--- src/rtl/lsu_pkg.sv ---
// Shared encodings for the load/store unit: funct3 values, memory sizes,
// fault causes, FSM states, and small decode helpers.
package lsu_pkg;

  localparam logic [2:0] F3_B  = 3'd0;
  localparam logic [2:0] F3_H  = 3'd1;
  localparam logic [2:0] F3_W  = 3'd2;
  localparam logic [2:0] F3_BU = 3'd4;
  localparam logic [2:0] F3_HU = 3'd5;

  localparam logic [1:0] SIZE_BYTE = 2'd0;
  localparam logic [1:0] SIZE_HALF = 2'd1;
  localparam logic [1:0] SIZE_WORD = 2'd2;

  typedef enum logic [1:0] {
    CAUSE_NONE     = 2'd0,
    CAUSE_MISALIGN = 2'd1,
    CAUSE_ILLEGAL  = 2'd2,
    CAUSE_TIMEOUT  = 2'd3
  } fault_cause_e;

  typedef enum logic [1:0] {
    ST_IDLE = 2'd0,
    ST_WAIT = 2'd1,
    ST_DONE = 2'd2
  } state_e;

  function automatic logic op_illegal(input logic store, input logic [2:0] f3);
    if (store) begin
      return f3 > F3_W;
    end
    return (f3 == 3'd3) || (f3 == 3'd6) || (f3 == 3'd7);
  endfunction

  // funct3[1:0] is the access size for every legal load and store encoding.
  function automatic logic op_misaligned(input logic [2:0] f3, input logic [1:0] addr_lo);
    case (f3[1:0])
      SIZE_HALF: return addr_lo[0];
      SIZE_WORD: return addr_lo != 2'b00;
      default:   return 1'b0;
    endcase
  endfunction

  function automatic logic [31:0] store_mask(input logic [2:0] f3, input logic [31:0] data);
    case (f3[1:0])
      SIZE_BYTE: return {24'h000000, data[7:0]};
      SIZE_HALF: return {16'h0000, data[15:0]};
      default:   return data;
    endcase
  endfunction

endpackage

--- src/rtl/load_extend.sv ---
// Combinational load result extension: selects sign or zero extension of the
// right-justified memory datum according to the load funct3.
module load_extend
  import lsu_pkg::*;
(
  input  logic [2:0]  funct3,
  input  logic [31:0] raw,
  output logic [31:0] ext
);

  always_comb begin
    ext = raw;
    case (funct3)
      F3_B:    ext = {{24{raw[7]}}, raw[7:0]};
      F3_H:    ext = {{16{raw[15]}}, raw[15:0]};
      F3_BU:   ext = {24'h000000, raw[7:0]};
      F3_HU:   ext = {16'h0000, raw[15:0]};
      default: ext = raw;
    endcase
  end

endmodule

--- src/rtl/load_store_unit.sv ---
// Load/store unit: validates one memory op at a time, runs the memory_cont
// request handshake with a timeout, and returns extended load data or a fault.
module load_store_unit
  import lsu_pkg::*;
#(
  parameter int TIMEOUT_CYCLES = 255
) (
  input  logic        clk,
  input  logic        reset,
  input  logic        ex_valid,
  input  logic        ex_store,
  input  logic [2:0]  ex_funct3,
  input  logic [31:0] ex_addr,
  input  logic [31:0] ex_wdata,
  input  logic [4:0]  ex_rd,
  output logic        lsu_busy,
  output logic        lsu_done,
  output logic        wb_we,
  output logic [4:0]  wb_rd,
  output logic [31:0] wb_data,
  output logic        fault,
  output logic [1:0]  fault_cause,
  output logic [31:0] fault_addr,
  output logic [31:0] mem_address,
  output logic        mem_rw_req,
  output logic        mem_rw,
  output logic [31:0] mem_write_data,
  output logic [1:0]  mem_size,
  input  logic [31:0] mem_read_data,
  input  logic        mem_data_valid
);

  localparam logic [15:0] TIMEOUT_LAST = 16'(TIMEOUT_CYCLES - 1);

  state_e       state_reg, state_next;
  logic [15:0]  count_reg, count_next;
  logic [2:0]   f3_reg, f3_next;
  logic [4:0]   rd_reg, rd_next;
  logic         busy_reg, busy_next;
  logic         done_reg, done_next;
  logic         wb_we_reg, wb_we_next;
  logic [4:0]   wb_rd_reg, wb_rd_next;
  logic [31:0]  wb_data_reg, wb_data_next;
  logic         fault_reg, fault_next;
  fault_cause_e cause_reg, cause_next;
  logic [31:0]  fault_addr_reg, fault_addr_next;
  logic [31:0]  addr_reg, addr_next;
  logic         req_reg, req_next;
  logic         rw_reg, rw_next;
  logic [31:0]  wdata_reg, wdata_next;
  logic [1:0]   size_reg, size_next;
  logic [31:0]  ext_data;

  load_extend u_load_extend (
    .funct3 (f3_reg),
    .raw    (mem_read_data),
    .ext    (ext_data)
  );

  always_ff @(posedge clk) begin
    if (!reset) begin
      state_reg      <= ST_IDLE;
      count_reg      <= '0;
      f3_reg         <= '0;
      rd_reg         <= '0;
      busy_reg       <= 1'b0;
      done_reg       <= 1'b0;
      wb_we_reg      <= 1'b0;
      wb_rd_reg      <= '0;
      wb_data_reg    <= '0;
      fault_reg      <= 1'b0;
      cause_reg      <= CAUSE_NONE;
      fault_addr_reg <= '0;
      addr_reg       <= '0;
      req_reg        <= 1'b0;
      rw_reg         <= 1'b0;
      wdata_reg      <= '0;
      size_reg       <= '0;
    end else begin
      state_reg      <= state_next;
      count_reg      <= count_next;
      f3_reg         <= f3_next;
      rd_reg         <= rd_next;
      busy_reg       <= busy_next;
      done_reg       <= done_next;
      wb_we_reg      <= wb_we_next;
      wb_rd_reg      <= wb_rd_next;
      wb_data_reg    <= wb_data_next;
      fault_reg      <= fault_next;
      cause_reg      <= cause_next;
      fault_addr_reg <= fault_addr_next;
      addr_reg       <= addr_next;
      req_reg        <= req_next;
      rw_reg         <= rw_next;
      wdata_reg      <= wdata_next;
      size_reg       <= size_next;
    end
  end

  // Status outputs are computed for the state being entered so they are
  // registered yet still line up with that state.
  always_comb begin
    state_next      = state_reg;
    count_next      = count_reg;
    f3_next         = f3_reg;
    rd_next         = rd_reg;
    done_next       = 1'b0;
    wb_we_next      = 1'b0;
    wb_rd_next      = wb_rd_reg;
    wb_data_next    = wb_data_reg;
    fault_next      = 1'b0;
    cause_next      = cause_reg;
    fault_addr_next = fault_addr_reg;
    addr_next       = addr_reg;
    req_next        = req_reg;
    rw_next         = rw_reg;
    wdata_next      = wdata_reg;
    size_next       = size_reg;

    case (state_reg)
      ST_IDLE: begin
        if (ex_valid) begin
          f3_next = ex_funct3;
          rd_next = ex_rd;
          if (op_illegal(ex_store, ex_funct3)) begin
            state_next      = ST_DONE;
            done_next       = 1'b1;
            fault_next      = 1'b1;
            cause_next      = CAUSE_ILLEGAL;
            fault_addr_next = ex_addr;
          end else if (op_misaligned(ex_funct3, ex_addr[1:0])) begin
            state_next      = ST_DONE;
            done_next       = 1'b1;
            fault_next      = 1'b1;
            cause_next      = CAUSE_MISALIGN;
            fault_addr_next = ex_addr;
          end else begin
            state_next = ST_WAIT;
            count_next = '0;
            req_next   = 1'b1;
            rw_next    = ex_store;
            addr_next  = ex_addr;
            size_next  = ex_funct3[1:0];
            wdata_next = ex_store ? store_mask(ex_funct3, ex_wdata) : 32'h0;
          end
        end
      end
      ST_WAIT: begin
        // A valid on the last count cycle takes precedence over the timeout.
        if (mem_data_valid) begin
          state_next = ST_DONE;
          req_next   = 1'b0;
          done_next  = 1'b1;
          cause_next = CAUSE_NONE;
          if (!rw_reg) begin
            wb_we_next   = 1'b1;
            wb_rd_next   = rd_reg;
            wb_data_next = ext_data;
          end
        end else if (count_reg == TIMEOUT_LAST) begin
          state_next      = ST_DONE;
          req_next        = 1'b0;
          done_next       = 1'b1;
          fault_next      = 1'b1;
          cause_next      = CAUSE_TIMEOUT;
          fault_addr_next = addr_reg;
        end else begin
          count_next = count_reg + 16'd1;
        end
      end
      ST_DONE: begin
        state_next = ST_IDLE;
      end
      default: begin
        state_next = ST_IDLE;
      end
    endcase

    busy_next = (state_next != ST_IDLE);
  end

  assign lsu_busy       = busy_reg;
  assign lsu_done       = done_reg;
  assign wb_we          = wb_we_reg;
  assign wb_rd          = wb_rd_reg;
  assign wb_data        = wb_data_reg;
  assign fault          = fault_reg;
  assign fault_cause    = cause_reg;
  assign fault_addr     = fault_addr_reg;
  assign mem_address    = addr_reg;
  assign mem_rw_req     = req_reg;
  assign mem_rw         = rw_reg;
  assign mem_write_data = wdata_reg;
  assign mem_size       = size_reg;

endmodule
--- config.mk ---
export PLATFORM = sky130hd
export DESIGN_NAME = load_store_unit
export DESIGN_NICKNAME = d
export VERILOG_FILES = /design/src/rtl/lsu_pkg.sv /design/src/rtl/load_extend.sv /design/src/rtl/load_store_unit.sv
export SDC_FILE = /design/constraint.sdc
export NUM_CORES = 1
export LEC_CHECK = 0
export ABC_AREA = 1
export CORE_AREA = 2 2 151 153
export DETAILED_ROUTE_END_ITERATION = 8
export DIE_AREA = 0 0 153 155
export PLACE_DENSITY = 0.6
export SLEW_MARGIN = 20
export SYNTH_ARGS = -nofsm -noshare
export SYNTH_HDL_FRONTEND = slang
export SYNTH_SLANG_ARGS = --single-unit
--- constraint.sdc ---
create_clock -name clk -period 2.1 [get_ports clk]
set_input_delay 0.525 -clock clk [delete_from_list [all_inputs] [get_ports clk]]
set_output_delay 0.525 -clock clk [all_outputs]
set_load 0.01 [all_outputs]
Word level (Yosys, flattened, before mapping) --
Index checks and enable logic that the tools add are counted.
Operators by class: add/subtract/negate cells 1, $lt $le $gt $ge 1, eq/ne operators 18, muxes and demuxes 53, bitwise operators 3, reduce and logical (&&, ||, !) cells 16
Operators by type and width (count):
- 32-bit two-way mux | 6
- 32-bit one-hot mux with 2 select lines | 2
- 32-bit one-hot mux with 4 select lines | 1
- 16-bit two-way mux | 5
- 16-bit one-hot mux with 2 select lines | 1
- 1-bit two-way mux | 22
- 2-bit two-way mux | 10
- 16-bit by 1-bit adder with 16-bit output, second input constant | 1
- 16-bit by 8-bit == test with 1-bit output, second input constant | 1
- 3-bit == test, second input constant | 4
- 2-bit inequality test, second input constant | 6
- 5-bit AND reduction | 2
- 1-bit one-hot mux with 2 select lines | 4
- 2-bit one-hot mux with 2 select lines | 2
- 4-bit AND reduction | 2
- 3-bit inequality test, second input constant | 2
- 3-bit AND reduction | 2
- 6-bit AND reduction | 1
- 2-bit nonzero test | 3
- 2-bit by 1-bit == test with 1-bit output, second input constant | 2
- 2-bit logical NOT | 2
- 3-bit by 1-bit == test with 1-bit output, second input constant | 1
- 3-bit by 2-bit == test with 1-bit output, second input constant | 1
- 3-bit by 2-bit greater-than comparator with 1-bit output, second input constant | 1
- other kinds (5) | 8
Storage, ports and cells: flip-flop bits (word level) 169, input bits 109, word-level logic and storage cells 109

Depth between registers and ports, before layout --
Gate-level depths: netlist of the first run.
depth in word-level cells 14, mapped depth 14

By module --
Synthesis of the first run repeated with hierarchy kept, for this count alone.
Unflattened totals: cells, all modules 1022, area, all modules 7410.9 um2
Modules (own cells, without submodules):
- load_store_unit | times used 1, cells an instance 952, area an instance 7021.7 um2, sequential area each 3383.2 um2
- load_extend | times used 1, cells an instance 70, area an instance 389.1 um2, sequential area each 0.0 um2

Worst setup path before layout of the first run --
OpenSTA, ideal clock, no wires.
kind input-to-reg, from in ex_funct3[0], to reg addr_reg[23] (netlist: mem_address[23]), setup time 0.119 ns, data arrival time 1.622 ns, required time 1.981 ns, slack 0.359 ns, stages 12, cells stage by stage inv_1 -> ha_1 -> inv_1 -> nand2_1 -> nand3_1 -> nand2_2 -> inv_2 -> nand2_2 -> buf_6 -> buf_2 -> o21ai_0 -> a21oi_1
Between the ends: word-level cells in the longest chain between the ends 8, elaborated cells between the ends (all ways) 19, those cells by class 1 x order compare; 5 x eq/ne; 8 x mux; 2 x bitwise; 3 x reduce/logical
Ends and longest elaborated chain:
- start: declaration | RTL line load_store_unit.sv:12 | input logic [2:0] ex_funct3,
- branches (longest 7 deep; another with 3-bit by 2-bit greater-than comparator with 1-bit output)
- 4-bit AND reduction (no line) (*)
- end signal: assignment | RTL line load_store_unit.sv:92 | addr_reg <= addr_next;
- end: declaration | RTL line load_store_unit.sv:47 | logic [31:0] addr_reg, addr_next;
Mark *: on every way between the ends. The select of a mux whose other input is x is not followed. A chain may end at the register's enable or synchronous reset.

Worst setup path after layout of the first run --
from reg rw_reg (netlist: mem_rw), to out mem_rw
RTL lines:
- start: declaration | RTL line load_store_unit.sv:49 | logic rw_reg, rw_next;
- start signal: assignment | RTL line load_store_unit.sv:94 | rw_reg <= rw_next;
- end: declaration | RTL line load_store_unit.sv:26 | output logic mem_rw,
No word-level cell between the ends.

==> results.yml, run 1 <==
run_status:
  status: "finished clean"
drt:
  antenna_violating_nets_post_route: 0
  vias_per_cell: 4.65
  dr.pass1.iters: 4
  wl_um: 21800
  wl_per_cell_um: 14.4
  dr_total_vias: 7041
  drc: 0
  drt_iter0_drc: 401
synth:
  synth_top_area_share: 0.483
  synth_edf_count: 0
  ys_types: 27
  syn_nets: 1078
  yosysMostFrequentCell: "nand2_1"
  seq_area_frac_synth: 0.483
  synthArstFlopShare: 0
  synthCells: 963
  netlist_area_sq_um: 7000
  yosys_warnings: 0
  synth_common_cells: "189 x nand2_1, 169 x dfxtp_1, 144 x nor2_1"
  yosys_register_bits: 169
  synth_area_leaders: "dfxtp_1 48%, nand2_1 10%, o21ai_0 9.6%"
  synth_ff_type: "dfxtp_1"
  synth_top_area_cell: "dfxtp_1"
  synth.avg_cell_area_sq_um: 7.27
cells_and_area:
  fin_nets: 1330
  ff_latch_area_sq_um: 3380
  multi_input_area_sq_um: 3070
  syn2layout_area_growth_pct: 52.9
  postLayoutCellArea_sq_um: 10700
  fillers: 2199
  drive_gt1_frac: 0.0839
  antenna_cells: 0
placed_design:
  dp_hpwl_um: 15000
  port_buffers: 251
  post_dp_cell_area_sq_um: 10000
  place_congestion: 0.852
timing:
  setup_violations: 0
  whs_ns: 0.463
  max_clock_freq_ghz: 0.520
  period_needed_ns: 1.92
  clock_skew_ns: 0.0131
  min_period_over_period: 0.915
  hold_violations: 0
  slew_viol_final: 0
  tightestPinTransition_ns: 0.355
  rsz0062_at_grt: "no"
  relSlewSlack: 0.763
  setup_tns_ns: 0
clock_network:
  clk_pin_slew_ns: 0.06
  cts_tree: "built"
  cts.sinks: 169
  numCtsBuffers: 17
  insertion_delay_ns: 0.43
  post-cts-setup-buffer-count: 0
  h-tree-depth: 4
  root_buffer: "clkbuf_16"
  cts_max_path_buffers: 2
die:
  die-area_sq_um: 23700
  start_util: 0.315
  io_pins: 252
  design.core.area_sq_um: 22200
  die-height_um: 155
  die_w_um: 153
  placementRows: 55
grt:
  grt_pass1_wl_um: 34300
  grt_pass1_vias: 6486
  grtUsageTotal: 0.179
  grt_start_max_net_pins: 77
  grt.overflow.total: 0
  grt_antenna_before_repair: 0
setup_path:
  endpoint_kind: "output port"
  slowest_stage: "clkdlybuf4s50_1"
  critPathMaxStageDelay_ns: 0.58
  path_max_fanout: 3
  worst-path-buf-inv: 1
  cpLargestDelayFamily: "buffers and inverters"
  critPathKind: "reg2out"
  start_kind: "flip-flop"
  path_cells: "clkdlybuf4s50_1"
  cp.arrival_ns: 1.40
  required_ns: 1.57
power_and_ir_drop:
  p_leak_nw: 4.11
  irDropWorstVdd_mv: 0.487
  p_per_area_nw_per_um2: 801
min_path:
  hold_path.class: "reg2reg"
job:
  max-cap-violations: 0
==> stage by stage <==
stage	utilization	worst slack, ns	instances	power (mW)
2_1_floorplan	-	0.359	963	4.30
3_3_place_gp	0.451	-0.315	1479	5.19
3_5_place_dp	0.451	-0.407	1479	5.19
4_1_cts	0.479	0.0225	1511	8.66
5_1_grt	0.482	0.110	1513	8.99
6_report	0.482	0.178	1513	8.58
==> power breakdown <==
group          internal [mW]  switching [mW]
clock network           2.03            1.41
registers               3.42           0.111
logic                  0.800           0.803
==> layout make-up <==
| type | count | share of cell area |
|---|---|---|
| clock buffers | 18 | 0.0401 |
| flip-flops and latches | 169 | 0.316 |
| well taps | 285 | 0.0333 |
| inverters | 78 | 0.0273 |
| multi-input cells | 661 | 0.286 |
| repair buffers | 288 | 0.278 |
| clock inverters | 14 | 0.0193 |
==> worst paths after layout <==
check | from | to | slack, ns | cells after the start
worst max-delay path | mem_rw$_SDFFE_PN0P_ | mem_rw | 0.18 | 1
worst min-delay path | mem_address[1]$_SDFFE_PN0P_ | mem_address[1]$_SDFFE_PN0P_ | 0.46 | 2
worst max register to register | count_reg[0]$_SDFFE_PN0P_ | count_reg[14]$_SDFFE_PN0P_ | 0.49 | 9
worst min register to register | mem_address[1]$_SDFFE_PN0P_ | mem_address[1]$_SDFFE_PN0P_ | 0.46 | 2
==> what timing repair did <==
action                                  CTS  global route
endpoints found under the setup margin    0           119
resized for setup                         0             2
endpoints found under the hold margin     0             0
hold buffers                              0             0
==> tightest hold or removal path: cells and delay by family, from the launching register on <==
family / cells / cell delay, ns
buffers and inverters: 1 / 0.05
flip-flops: 1 / 0.32
AO/OA/AOI/OAI: 1 / 0.05
==> routing by layer <==
| layer | GRT usage | wire length, um | vias to the layer above |
|---|---|---|---|
| met3 | 0.0610 | 1580 | 28 |
| met1 | 0.228 | 9870 | 3184 |
| met4 | 0.0613 | 444 | 0 |
| met2 | 0.284 | 9930 | 215 |
| met5 | 0 | 0 | - |
| li1 | - | - | 3614 |
==> cell families after synthesis <==
| logic type | count (synthesis) | share of synthesized area |
|---|---|---|
| DFF | 169 | 0.483 |
| xor gates and xnor gates | 2 | 0.00250 |
| and+or+nand+nor | 393 | 0.234 |
| buffers and inverters | 133 | 0.0797 |
| AOI/OAI and AO/OA | 260 | 0.190 |
| adders and majority gates | 6 | 0.0107 |
==> layout by cell type (no fill, tap or decap), types with 2 or more instances in the layout <==
| cell | netlist | final |
|---|---|---|
| nand2_4 | 3 | 4 |
| bufinv_16 | 0 | 4 |
| inv_2 | 9 | 9 |
| o211ai_1 | 2 | 2 |
| xnor2_1 | 2 | 2 |
| nand2_2 | 10 | 9 |
| dlymetal6s2s_1 | 0 | 2 |
| inv_6 | 0 | 5 |
| buf_4 | 2 | 23 |
| dfxtp_1 | 169 | 169 |
| nand4_1 | 7 | 7 |
| inv_1 | 69 | 69 |
| clkinvlp_4 | 0 | 2 |
| ha_1 | 6 | 6 |
| nand2_1 | 189 | 189 |
| nor2_2 | 3 | 3 |
| nor3_1 | 3 | 3 |
| clkbuf_16 | 0 | 19 |
| nor2_4 | 5 | 5 |
| inv_8 | 0 | 2 |
| o21bai_1 | 3 | 3 |
| nand3_2 | 2 | 2 |
| o21ai_0 | 135 | 135 |
| buf_12 | 0 | 12 |
| clkdlybuf4s50_1 | 0 | 248 |
| a21oi_1 | 109 | 109 |
| nand3_1 | 26 | 26 |
| nor2_1 | 144 | 144 |
| o21ai_1 | 9 | 9 |
Note: power is estimated with default switching activity, not from simulation.
==> run 2: changes to the inputs <==
- CAP_MARGIN: not set -> 20
- CORE_AREA: 2 2 151 153 -> 2 2 128 130
- DIE_AREA: 0 0 153 155 -> 0 0 130 132
- HOLD_SLACK_MARGIN: not set -> 0.05
- PLACE_DENSITY: 0.6 -> 0.8
==> run 2 against run 1 <==
- cell count is 4.3% lower
- first-iteration DRC count fell by 7.0%
- clock skew shrank 0.0047 ns
- critical path type unchanged
==> results.yml, run 2 (synthesis gave the netlist of run 1 again) <==
timing:
  rsz0062_at_grt: "no"
  tightestPinTransition_ns: 0.593
  relSlewSlack: 0.604
  clock_skew_ns: 0.00842
  min_period_over_period: 0.909
  max_clock_freq_ghz: 0.524
  setup_tns_ns: 0
  period_needed_ns: 1.91
  slew_viol_final: 0
  setup_violations: 0
  whs_ns: 0.460
  hold_violations: 0
clock_network:
  root_buffer: "clkbuf_16"
  numCtsBuffers: 17
  insertion_delay_ns: 0.42
  h-tree-depth: 4
  cts_max_path_buffers: 2
  cts_tree: "built"
  cts.sinks: 169
  clk_pin_slew_ns: 0.06
setup_path:
  r2r_end: "fault_addr[3]$_SDFFE_PN0P_"
  reg2regPathDepth: 10
  endpoint_kind: "output port"
  r2r_slack_ns: 0.49
  path_max_fanout: 3
  slowest_stage: "clkdlybuf4s50_1"
  worst-path-buf-inv: 1
  start_kind: "flip-flop"
  timing.rr.start: "count_reg[4]$_SDFFE_PN0P_"
  required_ns: 1.57
  path_cells: "clkdlybuf4s50_1"
  cpLargestDelayFamily: "buffers and inverters"
  cp.arrival_ns: 1.38
  critPathMaxStageDelay_ns: 0.58
  critPathKind: "reg2out"
power_and_ir_drop:
  irDropWorstVdd_mv: 0.562
  p_per_area_nw_per_um2: 770
  p_leak_nw: 4.09
job:
  max-cap-violations: 0
drt:
  drt_iter0_drc: 373
  antenna_violating_nets_post_route: 0
  wl_um: 20800
  wl_per_cell_um: 14.3
  drc: 0
  vias_per_cell: 4.92
  dr_total_vias: 7120
  dr.pass1.iters: 6
run_status:
  status: "finished clean"
cells_and_area:
  antenna_cells: 0
  final_common_cell: "clkdlybuf4s50_1"
  drive_gt1_frac: 0.0844
  multi_input_area_sq_um: 3080
  final_cell_mix: "248 x clkdlybuf4s50_1, 189 x nand2_1, 169 x dfxtp_1, 144 x nor2_1, 134 x o21ai_0"
  fillers: 1342
  syn2layout_area_growth_pct: 51.2
  finalNonFillerCells: 1448
  ff_latch_area_sq_um: 3380
  fin_nets: 1337
min_path:
  worstHoldStart: "mem_write_data[14]$_SDFFE_PN0P_"
  hold_path_end: "mem_write_data[14]$_SDFFE_PN0P_"
  min_path_cells: 2
  hold_path.class: "reg2reg"
die:
  die_w_um: 130
  die-height_um: 132
  design.core.area_sq_um: 15700
  die-area_sq_um: 17200
  io_pins: 252
  placementRows: 46
  start_util: 0.446
grt:
  grt_pass1_wl_um: 31700
  grt_start_max_net_pins: 73
  grtUsageTotal: 0.230
  grt_antenna_before_repair: 0
  grt_pass1_vias: 6412
  grt.overflow.total: 0
placed_design:
  dp_hpwl_um: 14400
  port_buffers: 251
  dp_cells: 1417
  place_congestion: 0.843
## run 2: changes by cell type in the layout (fill, tap and decap cells not counted), moves of 2 or more
cell       before  now
clkbuf_1        1    4
inv_6           5    1
inv_8           2    0
buf_4          23   30
bufinv_16       4    2
## run 2: worst max-delay path by stage
stage | slack (ns) | start | cells past startpoint | to
finish | 0.19 | mem_rw$_SDFFE_PN0P_ | 1 | mem_rw
global route | 0.14 | mem_rw$_SDFFE_PN0P_ | 1 | mem_rw
CTS | 0.07 | ex_funct3[0] | 13 | mem_address[16]$_SDFFE_PN0P_
detailed placement | -0.37 | ex_funct3[0] | 13 | mem_address[16]$_SDFFE_PN0P_
global placement | -0.29 | ex_funct3[1] | 12 | fault_addr[3]$_SDFFE_PN0P_
floorplan | 0.36 | ex_funct3[0] | 12 | mem_address[23]$_SDFFE_PN0P_
## run 2: where the power goes
group          leakage [nW]  switching [mW]  internal [mW]
sequential             1.38           0.113           3.43
combinational          2.45           0.806          0.808
clock                 0.259            1.24           1.77
## run 2: layout make-up
cell class	count	share of cell area
clock buffer	22	0.0429
clock inverter	7	0.00910
inverter	78	0.0276
multi-input combinational	661	0.290
sequential	169	0.319
tap	216	0.0255
timing repair buffer	295	0.285
## run 2: metrics by stage
stage                util  power, mW  area (sq um)  setup slack, ns
global route        0.674       8.50         10600            0.145
floorplan               -       4.30          7000            0.359
detailed placement  0.635       5.18          9970           -0.367
CTS                 0.670       8.18         10500           0.0684
global placement    0.635       5.16          9970           -0.285
finish              0.674       8.16         10600            0.191
## run 2: repair_timing
action / in CTS / in global routing
buffers inserted: 0 / 0
hold buffers: 0 / 0
resized for setup: 0 / 5
endpoints found under the setup margin: 0 / 94
## run 2: per-layer routing
| metal | GRT usage | routed length (um) | vias up |
|---|---|---|---|
| met5 | 0 | 0 | - |
| met4 | 0.0747 | 354 | 0 |
| met3 | 0.0800 | 1750 | 25 |
| met2 | 0.373 | 9640 | 245 |
| met1 | 0.285 | 9010 | 3223 |
| li1 | - | - | 3627 |
